==> config.mk <==
export PLATFORM = sky130hd
export DESIGN_NAME = cam_capture_flat
export DESIGN_NICKNAME = d
export VERILOG_FILES = /design/src/rtl/cam_pkg.sv /design/src/rtl/cam_capture_if.sv /design/src/rtl/sync_fifo.sv /design/src/rtl/cam_capture.sv /design/src/flat_wrapper.sv
export SDC_FILE = /design/constraint.sdc
export NUM_CORES = 1
export LEC_CHECK = 0
export ABC_AREA = 1
export CAP_MARGIN = 20
export CORE_MARGIN = 2
export CORE_UTILIZATION = 35
export CTS_BUF_LIST = sky130_fd_sc_hd__clkbuf_4 sky130_fd_sc_hd__clkbuf_8
export CTS_CLUSTER_SIZE = 14
export DETAILED_ROUTE_END_ITERATION = 8
export PLACE_DENSITY = 0.6
export SKIP_LAST_GASP = 1
export SLEW_MARGIN = 20
export SYNTH_ARGS = -nofsm -noshare
export SYNTH_HDL_FRONTEND = slang
export SYNTH_SLANG_ARGS = --single-unit
==> constraint.sdc <==
create_clock -name clk -period 6.8 [get_ports clk]
set_input_delay 2.04 -clock clk [delete_from_list [all_inputs] [get_ports clk]]
set_output_delay 2.04 -clock clk [all_outputs]
set_load 0.02 [all_outputs]
==> src/rtl/cam_pkg.sv <==
// cam_pkg -- shared types and constants for the camera capture block.
//   cam_state_e : capture FSM states
//   cam_entry_t : output buffer entry {sof, eol, pixel}. Its pixel field is
//                 sized for the default bus (8-bit beats, 2 beats per pixel).
//                 cam_capture declares the same layout at its parameterised width.
//   CAM_*       : default resolution and bus geometry
package cam_pkg;

    typedef enum logic [1:0] {
        ST_IDLE    = 2'd0,
        ST_WAIT_VS = 2'd1,
        ST_CAPTURE = 2'd2,
        ST_DROP    = 2'd3
    } cam_state_e;

    localparam int CAM_H_ACTIVE      = 640;
    localparam int CAM_V_ACTIVE      = 480;
    localparam int CAM_DATA_W        = 8;
    localparam int CAM_BYTES_PER_PIX = 2;
    localparam int CAM_PIX_W         = CAM_DATA_W * CAM_BYTES_PER_PIX;

    typedef struct packed {
        logic                 sof;
        logic                 eol;
        logic [CAM_PIX_W-1:0] pixel;
    } cam_entry_t;

endpackage

==> src/rtl/cam_capture_if.sv <==
// cam_capture_if -- pixel output stream (valid/ready).
//   m_data  : pixel, first bus beat in the MSBs
//   m_sof   : first pixel of the frame
//   m_eol   : last pixel of a line
//   m_valid : word available
//   m_ready : consumer accepts the word
// The master modport is the producer side (cam_capture); the slave is the consumer.
interface cam_capture_if #(
    parameter int PIX_W = 16
) ();
    logic [PIX_W-1:0] m_data;
    logic             m_sof;
    logic             m_eol;
    logic             m_valid;
    logic             m_ready;

    modport master (output m_data, output m_sof, output m_eol, output m_valid, input m_ready);
    modport slave  (input m_data, input m_sof, input m_eol, input m_valid, output m_ready);
endinterface

==> src/rtl/sync_fifo.sv <==
// sync_fifo -- single-clock first-word-fall-through FIFO.
//   clk, rst_n : clock, synchronous active-low reset (empties the FIFO)
//   wr_en_i    : write request; ignored when full unless a read happens
//                in the same cycle
//   wr_data_i  : write data
//   rd_en_i    : pop the head word (ignored when empty)
//   rd_data_o  : head word, valid whenever empty_o=0, zero when empty
//   full_o     : DEPTH words held
//   empty_o    : no words held
module sync_fifo #(
    parameter int WIDTH = 18,
    parameter int DEPTH = 16
) (
    input  logic             clk,
    input  logic             rst_n,
    input  logic             wr_en_i,
    input  logic [WIDTH-1:0] wr_data_i,
    input  logic             rd_en_i,
    output logic [WIDTH-1:0] rd_data_o,
    output logic             full_o,
    output logic             empty_o
);
    localparam int AW = $clog2(DEPTH);

    logic [WIDTH-1:0] mem_q [DEPTH];
    logic [AW-1:0]    wr_ptr_q;
    logic [AW-1:0]    rd_ptr_q;
    logic [AW:0]      count_q;
    logic             do_wr_s;
    logic             do_rd_s;

    assign full_o    = (count_q == (AW+1)'(DEPTH));
    assign empty_o   = (count_q == '0);
    assign do_rd_s   = rd_en_i & ~empty_o;
    // A full FIFO still accepts a write when the head is popped in the same cycle.
    assign do_wr_s   = wr_en_i & (~full_o | do_rd_s);
    assign rd_data_o = empty_o ? '0 : mem_q[rd_ptr_q];

    // Storage array; contents are only meaningful between the pointers.
    always_ff @(posedge clk) begin
        if (do_wr_s) begin
            mem_q[wr_ptr_q] <= wr_data_i;
        end
    end

    // Pointers and occupancy.
    always_ff @(posedge clk) begin
        if (!rst_n) begin
            wr_ptr_q <= '0;
            rd_ptr_q <= '0;
            count_q  <= '0;
        end else begin
            if (do_wr_s) begin
                wr_ptr_q <= wr_ptr_q + AW'(1);
            end
            if (do_rd_s) begin
                rd_ptr_q <= rd_ptr_q + AW'(1);
            end
            case ({do_wr_s, do_rd_s})
                2'b10:   count_q <= count_q + (AW+1)'(1);
                2'b01:   count_q <= count_q - (AW+1)'(1);
                default: count_q <= count_q;
            endcase
        end
    end
endmodule

==> src/rtl/cam_capture.sv <==
// cam_capture -- parallel camera (DVP) frame capture into a pixel stream.
//   clk, rst_n            : system clock (>= 4x plk), synchronous active-low reset
//   plk, D, vsync, hsync  : camera pins, asynchronous, oversampled on clk
//   start / continuous    : capture request / free-running mode (sampled on start)
//   stop                  : end capture at the next frame boundary
//   m_if                  : pixel output stream (master side)
//   busy                  : FSM not idle
//   frame_done/frame_err  : one-cycle pulses at frame end; err = short frame or overflow
//   overflow              : sticky, cleared by an accepted start
//   frame_cnt             : completed frames, wrapping
module cam_capture
    import cam_pkg::*;
#(
    parameter int DATA_W        = CAM_DATA_W,
    parameter int BYTES_PER_PIX = CAM_BYTES_PER_PIX,
    parameter int H_ACTIVE      = CAM_H_ACTIVE,
    parameter int V_ACTIVE      = CAM_V_ACTIVE,
    parameter int FIFO_DEPTH    = 16
) (
    input  logic              clk,
    input  logic              rst_n,
    input  logic              plk,
    input  logic [DATA_W-1:0] D,
    input  logic              vsync,
    input  logic              hsync,
    input  logic              start,
    input  logic              continuous,
    input  logic              stop,
    cam_capture_if.master     m_if,
    output logic              busy,
    output logic              frame_done,
    output logic              frame_err,
    output logic              overflow,
    output logic [15:0]       frame_cnt
);
    localparam int PIX_W  = DATA_W * BYTES_PER_PIX;
    localparam int COL_W  = $clog2(H_ACTIVE + 1);
    localparam int LINE_W = $clog2(V_ACTIVE + 1);
    localparam logic [1:0]        LAST_BEAT = 2'(BYTES_PER_PIX - 1);
    localparam logic [COL_W-1:0]  COL_END   = COL_W'(H_ACTIVE);
    localparam logic [COL_W-1:0]  COL_LAST  = COL_W'(H_ACTIVE - 1);
    localparam logic [LINE_W-1:0] LINE_END  = LINE_W'(V_ACTIVE);

    // Same layout as cam_entry_t, at this instance's pixel width.
    typedef struct packed {
        logic             sof;
        logic             eol;
        logic [PIX_W-1:0] pixel;
    } entry_t;

    cam_state_e        state_q, state_d;
    logic              plk_m_q, plk_s_q, plk_p_q;
    logic              vs_m_q, vs_s_q, vs_p_q;
    logic              hs_m_q, hs_s_q, hs_p_q;
    logic [DATA_W-1:0] d_m_q, d_s_q;
    logic [COL_W-1:0]  col_q;
    logic [LINE_W-1:0] line_q, full_lines_q;
    logic [1:0]        beat_q;
    logic              line_has_beat_q;
    logic [PIX_W-1:0]  pix_q;
    logic              wr_q;
    entry_t            wr_entry_q, fifo_head_s;
    logic              frame_done_q, frame_err_q, overflow_q, cont_q, stop_pend_q;
    logic [15:0]       frame_cnt_q;
    logic              plk_rise_s, vs_rise_s, vs_fall_s, hs_fall_s;
    logic              beat_ok_s, pix_done_s, keep_s;
    logic [PIX_W-1:0]  pix_next_s;
    logic              fifo_full_s, fifo_empty_s, fifo_rd_s, fifo_wr_s, drop_s;
    logic              frame_end_s, clr_cnt_s, start_ok_s;

    assign plk_rise_s = plk_s_q & ~plk_p_q;
    assign vs_rise_s  = vs_s_q & ~vs_p_q;
    assign vs_fall_s  = ~vs_s_q & vs_p_q;
    assign hs_fall_s  = ~hs_s_q & hs_p_q;
    assign beat_ok_s  = plk_rise_s & hs_s_q & (state_q == ST_CAPTURE);
    assign pix_done_s = beat_ok_s & (beat_q == LAST_BEAT);
    assign keep_s     = (col_q < COL_END) & (line_q < LINE_END);
    // First beat ends up in the MSBs after BYTES_PER_PIX shifts.
    assign pix_next_s = (pix_q << DATA_W) | PIX_W'(d_s_q);
    assign fifo_rd_s  = m_if.m_ready & ~fifo_empty_s;
    assign fifo_wr_s  = wr_q & (~fifo_full_s | fifo_rd_s);
    assign drop_s     = wr_q & fifo_full_s & ~fifo_rd_s;

    // Two-flop synchronizers plus one history flop for edge detection.
    always_ff @(posedge clk) begin
        if (!rst_n) begin
            {plk_m_q, plk_s_q, plk_p_q} <= 3'b000;
            {vs_m_q, vs_s_q, vs_p_q}    <= 3'b000;
            {hs_m_q, hs_s_q, hs_p_q}    <= 3'b000;
            d_m_q <= '0;
            d_s_q <= '0;
        end else begin
            {plk_m_q, plk_s_q, plk_p_q} <= {plk, plk_m_q, plk_s_q};
            {vs_m_q, vs_s_q, vs_p_q}    <= {vsync, vs_m_q, vs_s_q};
            {hs_m_q, hs_s_q, hs_p_q}    <= {hsync, hs_m_q, hs_s_q};
            d_m_q <= D;
            d_s_q <= d_m_q;
        end
    end

    // FSM state register.
    always_ff @(posedge clk) begin
        if (!rst_n) begin
            state_q <= ST_IDLE;
        end else begin
            state_q <= state_d;
        end
    end

    // FSM next state and frame-boundary strobes.
    always_comb begin
        state_d     = state_q;
        frame_end_s = 1'b0;
        clr_cnt_s   = 1'b0;
        start_ok_s  = 1'b0;
        case (state_q)
            ST_IDLE: begin
                if (start) begin
                    state_d    = ST_WAIT_VS;
                    start_ok_s = 1'b1;
                end else begin
                    state_d = ST_IDLE;
                end
            end
            ST_WAIT_VS: begin
                if (stop) begin
                    state_d = ST_IDLE;
                end else if (vs_fall_s) begin
                    state_d   = ST_CAPTURE;
                    clr_cnt_s = 1'b1;
                end else begin
                    state_d = ST_WAIT_VS;
                end
            end
            ST_CAPTURE, ST_DROP: begin
                if (vs_rise_s) begin
                    frame_end_s = 1'b1;
                    // A stop arriving on the very frame-end cycle still counts.
                    state_d = (!cont_q || stop_pend_q || stop) ? ST_IDLE : ST_WAIT_VS;
                end else if (drop_s) begin
                    state_d = ST_DROP;
                end else begin
                    state_d = state_q;
                end
            end
            default: state_d = ST_IDLE;
        endcase
    end

    // Beat/column/line counters and the byte assembler.
    always_ff @(posedge clk) begin
        if (!rst_n || clr_cnt_s) begin
            col_q           <= '0;
            line_q          <= '0;
            full_lines_q    <= '0;
            beat_q          <= 2'd0;
            line_has_beat_q <= 1'b0;
            pix_q           <= '0;
        end else if (beat_ok_s) begin
            pix_q           <= pix_next_s;
            line_has_beat_q <= 1'b1;
            if (pix_done_s) begin
                beat_q <= 2'd0;
                // Column saturates: anything past H_ACTIVE is discarded anyway.
                col_q  <= (col_q < COL_END) ? col_q + COL_W'(1) : col_q;
            end else begin
                beat_q <= beat_q + 2'd1;
            end
        end else if (hs_fall_s && (state_q == ST_CAPTURE)) begin
            beat_q          <= 2'd0;
            col_q           <= '0;
            line_has_beat_q <= 1'b0;
            if (line_has_beat_q && (line_q < LINE_END)) begin
                line_q <= line_q + LINE_W'(1);
            end
            if ((col_q == COL_END) && (line_q < LINE_END)) begin
                full_lines_q <= full_lines_q + LINE_W'(1);
            end
        end
    end

    // Completed, in-window pixels are registered here and written one clk later.
    always_ff @(posedge clk) begin
        if (!rst_n) begin
            wr_q       <= 1'b0;
            wr_entry_q <= '0;
        end else begin
            wr_q <= pix_done_s & keep_s;
            if (pix_done_s) begin
                wr_entry_q <= '{sof:   (line_q == '0) && (col_q == '0),
                                eol:   (col_q == COL_LAST),
                                pixel: pix_next_s};
            end
        end
    end

    // Frame status, mode and stop bookkeeping.
    always_ff @(posedge clk) begin
        if (!rst_n) begin
            frame_done_q <= 1'b0;
            frame_err_q  <= 1'b0;
            frame_cnt_q  <= 16'd0;
            overflow_q   <= 1'b0;
            cont_q       <= 1'b0;
            stop_pend_q  <= 1'b0;
        end else begin
            frame_done_q <= frame_end_s;
            frame_err_q  <= frame_end_s &
                            ((state_q == ST_DROP) | drop_s | (full_lines_q < LINE_END));
            if (frame_end_s) begin
                frame_cnt_q <= frame_cnt_q + 16'd1;
            end
            if (start_ok_s) begin
                overflow_q <= 1'b0;
                cont_q     <= continuous;
            end else if (drop_s) begin
                overflow_q <= 1'b1;
            end
            if (state_d == ST_IDLE) begin
                stop_pend_q <= 1'b0;
            end else if (stop) begin
                stop_pend_q <= 1'b1;
            end
        end
    end

    sync_fifo #(
        .WIDTH ($bits(entry_t)),
        .DEPTH (FIFO_DEPTH)
    ) u_fifo (
        .clk       (clk),
        .rst_n     (rst_n),
        .wr_en_i   (fifo_wr_s),
        .wr_data_i (wr_entry_q),
        .rd_en_i   (fifo_rd_s),
        .rd_data_o (fifo_head_s),
        .full_o    (fifo_full_s),
        .empty_o   (fifo_empty_s)
    );

    assign m_if.m_valid = ~fifo_empty_s;
    assign m_if.m_data  = fifo_head_s.pixel;
    assign m_if.m_sof   = fifo_head_s.sof;
    assign m_if.m_eol   = fifo_head_s.eol;
    assign busy         = (state_q != ST_IDLE);
    assign frame_done   = frame_done_q;
    assign frame_err    = frame_err_q;
    assign overflow     = overflow_q;
    assign frame_cnt    = frame_cnt_q;
endmodule

==> src/flat_wrapper.sv <==
// flat-port wrapper written by rule: the top's interface ports become plain ports
module cam_capture_flat import cam_pkg::*;
#(
    parameter int DATA_W        = CAM_DATA_W,
    parameter int BYTES_PER_PIX = CAM_BYTES_PER_PIX,
    parameter int H_ACTIVE      = CAM_H_ACTIVE,
    parameter int V_ACTIVE      = CAM_V_ACTIVE,
    parameter int FIFO_DEPTH    = 16
)
  (clk, rst_n, plk, D, vsync, hsync, start, continuous, stop, busy, frame_done, frame_err, overflow, frame_cnt, m_if_m_data, m_if_m_sof, m_if_m_eol, m_if_m_valid, m_if_m_ready);
  cam_capture_if #(.PIX_W(16)) m_if_i ();
  input  logic clk;
  input  logic rst_n;
  input  logic plk;
  input  logic [DATA_W-1:0] D;
  input  logic vsync;
  input  logic hsync;
  input  logic start;
  input  logic continuous;
  input  logic stop;
  output logic busy;
  output logic frame_done;
  output logic frame_err;
  output logic overflow;
  output logic [15:0] frame_cnt;
  output wire logic [$bits(m_if_i.m_data)-1:0] m_if_m_data;
  output wire logic [$bits(m_if_i.m_sof)-1:0] m_if_m_sof;
  output wire logic [$bits(m_if_i.m_eol)-1:0] m_if_m_eol;
  output wire logic [$bits(m_if_i.m_valid)-1:0] m_if_m_valid;
  input wire logic [$bits(m_if_i.m_ready)-1:0] m_if_m_ready;
  assign m_if_m_data = m_if_i.m_data;
  assign m_if_m_sof = m_if_i.m_sof;
  assign m_if_m_eol = m_if_i.m_eol;
  assign m_if_m_valid = m_if_i.m_valid;
  assign m_if_i.m_ready = m_if_m_ready;
  cam_capture #(.DATA_W(DATA_W), .BYTES_PER_PIX(BYTES_PER_PIX), .H_ACTIVE(H_ACTIVE), .V_ACTIVE(V_ACTIVE), .FIFO_DEPTH(FIFO_DEPTH)) u_core (.clk(clk), .rst_n(rst_n), .plk(plk), .D(D), .vsync(vsync), .hsync(hsync), .start(start), .continuous(continuous), .stop(stop), .m_if(m_if_i), .busy(busy), .frame_done(frame_done), .frame_err(frame_err), .overflow(overflow), .frame_cnt(frame_cnt));
endmodule
# Word-level counts from Yosys, hierarchy flattened
# Memories as Yosys holds them, arrays and structs flattened. A register that Yosys moved wholly into a read port is not among the register bits.
# Index checks and enable logic that the tools add are counted.
# W data, S select, Z words.
word_totals:
  n_memories: 1
  out_inout_bits: 39
  reg_bits: 119
  inputBits: 17
  ram_bits: 288
op_classes:
  addsub: 9
  n_eq_ne: 11
  n_mux: 29
  n_reduce_logical: 23
  n_lt_le_gt_ge: 3
  n_bitwise: 30
mem_list:
  columns: ["memory", "depth", "width", "read_ports", "rd_clocked_by_memory_dff", "write_ports", "line", "rtl"]
  rows:
  - ["u_core.u_fifo.mem_q", 16, 18, 1, 1, 1, "sync_fifo.sv:25", "logic [WIDTH-1:0] mem_q [DEPTH];"]
op_table:
  columns: ["cell", "n"]
  rows:
  - ["$mux W10", 4]
  - ["$eq A10 B10 Y1 const B", 2]
  - ["$add A9 B1 Y9 const B", 2]
  - ["$lt A9 B9 Y1 const B", 2]
  - ["$mux W18", 1]
  - ["$add A16 B1 Y16 const B", 1]
  - ["$and A1 B1 Y1", 16]
  - ["$or A16 B8 Y16", 1]
  - ["$mux W2", 7]
  - ["$mux W1", 13]
  - ["$add A10 B1 Y10 const B", 1]
  - ["$logic_not A10 Y1", 1]
  - ["$lt A10 B10 Y1 const B", 1]
  - ["$pmux W5 S2", 1]
  - ["$logic_not A9 Y1", 1]
  - ["$not A1 Y1", 9]
  - ["$reduce_and A3 Y1", 3]
  - ["$add A4 B1 Y4 const B", 2]
  - ["$mux W4", 2]
  - ["$eq A2 B1 Y1 const B", 3]
  - ["$eq A2 B2 Y1 const B", 3]
  - ["$pmux W2 S3", 1]
  - ["$reduce_bool A2 Y1", 3]
  - ["$reduce_or A2 Y1", 3]
  - ["11 further kinds", 22]

# Depth between registers and ports, before layout
depth:
  ltp_word: 10
  ltp_mapped: 16
  depth_no_buf: 16

# By module
# A second synthesis with hierarchy kept.
unflattened:
  hier_cells: 1688
  area_unflattened_um2: 16911.2
modules_own_cells:
  columns: ["module", "seq_area_each_um2", "cells_per_inst", "area_per_inst_um2", "n_inst"]
  rows:
  - ["sync_fifo", 8988.6, 1054, 12414.4, 1]
  - ["cam_capture", 2122.0, 634, 4496.8, 1]

# Least setup slack after synthesis
# No wires, ideal clock.
synth_path:
  path_type: "input-to-reg"
  from: "input port m_if_m_ready"
  to: "memory u_core.u_fifo.mem_q[11][0], enable pin"
  t_required_ps: 6407
  setup_ps: 393
  arrival_ps: 3249
  stages: 6
  path_slack_ps: 3158
  cell_sequence: "inv_1 nand2_1 nand2_2 inv_1 nand2_1 nor2_1"
synth_via:
  elab_chain_len: 6
  elab_cells_between_ends: 8
  classes_between: "mux: 2; bitwise: 6"
synth_rtl:
  columns: ["item", "line", "rtl"]
  rows:
  - ["from (decl)", "flat_wrapper.sv:30", "input wire logic [$bits(m_if_i.m_ready)-1:0] m_if_m_ready;"]
  - ["$and A1 B1 Y1 (*)", "cam_capture.sv:80", "assign fifo_rd_s = m_if.m_ready & ~fifo_empty_s;"]
  - ["$or A1 B1 Y1 or $and A1 B1 Y1 (tied branches)", "cam_capture.sv:81, sync_fifo.sv:34", null]
  - ["$and A1 B1 Y1 or $or A1 B1 Y1 (tied branches)", "cam_capture.sv:81, sync_fifo.sv:36", null]
  - ["$and A1 B1 Y1 (*)", "sync_fifo.sv:36", "assign do_wr_s = wr_en_i & (~full_o | do_rd_s);"]
  - ["$mux W1 (*)", "sync_fifo.sv:41", "if (do_wr_s) begin"]
  - ["$mux W1 (implied by the code) (*)", "sync_fifo.sv:42", "mem_q[wr_ptr_q] <= wr_data_i;"]
  - ["to (decl)", "sync_fifo.sv:25", null]
# Mark *: on every way between the ends. The rest lies on a longest branch, timed or not.

==> metrics.txt <==
postcts setup bufs 0; Pwr Total 6.75 mW; Setup crit end kind output pin; initial core utilization 35.5%; routed wire length 40000 um; routability cong. 0.800; Synth Instances 1701; flops & latches, synth 411; multi-input logic area 5050 um2; Syn Area/Cell 9.96 um2; aggregate global routing overflow 0; Initial DRT Pass Iterations 5; Num CTS Buffers 71; Yosys top cell area share 51.0%; Final Hold Fails 0; die width 224 um; Layout fillers 4554; dominant cell type by area after synthesis edfxtp_1; PD cells 346 nW/um2; relative slew slack 29.1%; Setup WS post-layout 1.09 ns; Hold Buf Count CTS 0; TritonCTS clock tree yes; Tcrit/Tclk final 83.9%; Routed WL per cell 16.4 um; count leader, synth nand2_1; worst min path class flop to flop; initial antenna violation count 1; antenna viol nets, final 0; std cell rows 80; total track usage 16.1%; largest net degree at the start of global routing 101; Final min period 5.71 ns; Post-DP HPWL 22800 um; final core occ 40.9%; final-stage net count 1808; Clk Latency, worst-skew pair 0.62 ns; Max-cap violations 0; Boundary Pins 56; post-synthesis cell type count 38; drt drc 0; Sum Neg Setup Slack 0 ns; Port Buffer Count 55; Register Area 11100 um2; Core Region 47700 um2; Fmax achieved 175 MHz; CP arrival 3.67 ns; VDD IR max 0.171 mV; status completed; Starting DRT DRC Count 723; worst-case clock skew 0.0412 ns; sequential share of the synthesized area 65.6%; area of the mapped netlist 16900 um2; commonest cells in the netlist 462 x nand2_1, 288 x edfxtp_1, 253 x nand3_1; post-place setup slack 1.74 ns; Primary FF master, synth edfxtp_1; area grow syn2layout 15.3%; Die Footprint 50200 um2; H-tree depth 3; CTS Sinks 411; Synth warnings 0; Clock transition at path regs 0.06 ns; vias per inst 4.90; first-pass GRT wire length 63200 um; top cells by area, synth edfxtp_1 51%, dfxtp_1 15%, nand2_1 10%, nand3_1 7.5%, a21oi_1 2.8%; die span in y 224 um; Mapped Nets 1733; max-slew violations 0; Post-synth EDFFs 288; maximum fanout along the worst path 100; post-cts sizing count 0; clk buf depth 3; Root Buffer Master clkbuf_8; Leak 7.38 nW; Finish-stage setup viols 0; layout cells sized above 1 9.75%; Startpoint Class flop; CP Class flop to output pin; worst endpoint required time 4.76 ns; RSZ-0062 raised after global routing no; via count 11946; worst slew pin tran 1.06 ns; ys async rst share 0%; vias in the first global route 11585; ant diodes 0
==> cell type report <==
cell class / count / area share [%]
Sequential cell: 411 / 56.9
Multi-Input combinational cell: 1085 / 25.8
Clock buffer: 103 / 6.55
Tap cell: 615 / 3.94
Timing Repair Buffer: 79 / 3.71
Inverter: 128 / 2.48
Clock inverter: 19 / 0.595
==> cell families (layout without fill, tap and decap cells) <==
family,after synthesis,in the layout,share of synthesized area (%)
AOI/OAI and AO/OA,173,173,5.52
xor gates and xnor gates,9,9,0.465
adders and majority gates,15,15,1.11
buffers and inverters,205,329,4.94
DFF,411,411,65.6
and+or+nand+nor,888,888,22.4
==> power by group <==
group / internal [mW] / switching (mW) / total (mW)
logic: 0.674 / 1.15 / 1.82
clock network: 1.21 / 0.979 / 2.19
registers: 2.68 / 0.0599 / 2.74
total: 4.57 / 2.19 / 6.75
==> cells in the final DEF, fill, tap and decap left out, types with 2 or more instances in the layout <==
cell and n:
a21oi_1 96, buf_4 24, clkbuf_4 22, clkbuf_8 81, clkdlybuf4s50_1 54, clkinv_1 11
clkinv_2 8, clkinv_8 2, dfxtp_1 121, edfxtp_1 288, ha_1 15, inv_1 119
inv_2 4, nand2_1 462, nand2_2 5, nand3_1 253, nand3b_1 3, nand4_1 16
nor2_1 106, nor2_2 17, nor2_4 6, nor3_1 14, o21a_1 21, o21ai_0 36
o21ai_1 14, xor2_1 8
==> registers in the layout, summed over array words and instances (netlist names), 4 cells and up, named ones only <==
| register | cells |
|---|---|
| u_core.wr_entry_q | 18 |
| u_core.d_s_q | 8 |
| u_core.col_q | 10 |
| u_core.u_fifo.mem_q | 288 |
| u_core.u_fifo.rd_ptr_q | 4 |
| u_core.frame_cnt | 16 |
| u_core.u_fifo.wr_ptr_q | 4 |
| u_core.d_m_q | 8 |
| u_core.u_fifo.count_q | 5 |
| u_core.line_q | 9 |
| u_core.full_lines_q | 9 |
| u_core.pix_q | 8 |
==> per-stage QoR <==
stage / std cells / hold slack (ns) / instance area (um2)
3_5_place_dp: 2318 / 0.398 / 18100
4_1_cts: 2440 / 0.403 / 19500
2_1_floorplan: 1701 / 0.390 / 16900
3_3_place_gp: 2318 / 0.396 / 18100
5_1_grt: 2440 / 0.438 / 19500
6_report: 2440 / 0.401 / 19500
==> final timing paths <==
| check | from | end | slack (ns) | depth (start not counted) |
|---|---|---|---|---|
| setup / recovery | flop | m_if_m_data[10] | 1.09 | 7 |
| hold / removal | u_core.d_m_q[2] | u_core.d_s_q[2] | 0.40 | 2 |
| setup reg to reg | u_core.u_fifo.count_q[1] | u_core.u_fifo.count_q[4] | 4.16 | 16 |
| hold reg to reg | u_core.d_m_q[2] | u_core.d_s_q[2] | 0.40 | 2 |
==> worst max-delay path: stages (launching register included) <==
cell and delay [ns]:
dfxtp_4 0.67, buf_4 0.91, nand2_1 0.11, nand3_1 0.12, nand3_1 0.08, a21oi_1 0.24
o21a_1 0.25, clkdlybuf4s50_1 0.64
==> layer usage <==
metal  part of all wire (%)  wire, um  track usage [%]
met2                     48     19100             27.1
met1                     44     17600             20.4
met4                    3.0      1220             6.60
met3                    5.2      2100             3.06
met5                  0.032        13                0
Power figures use the tool's default switching activity.
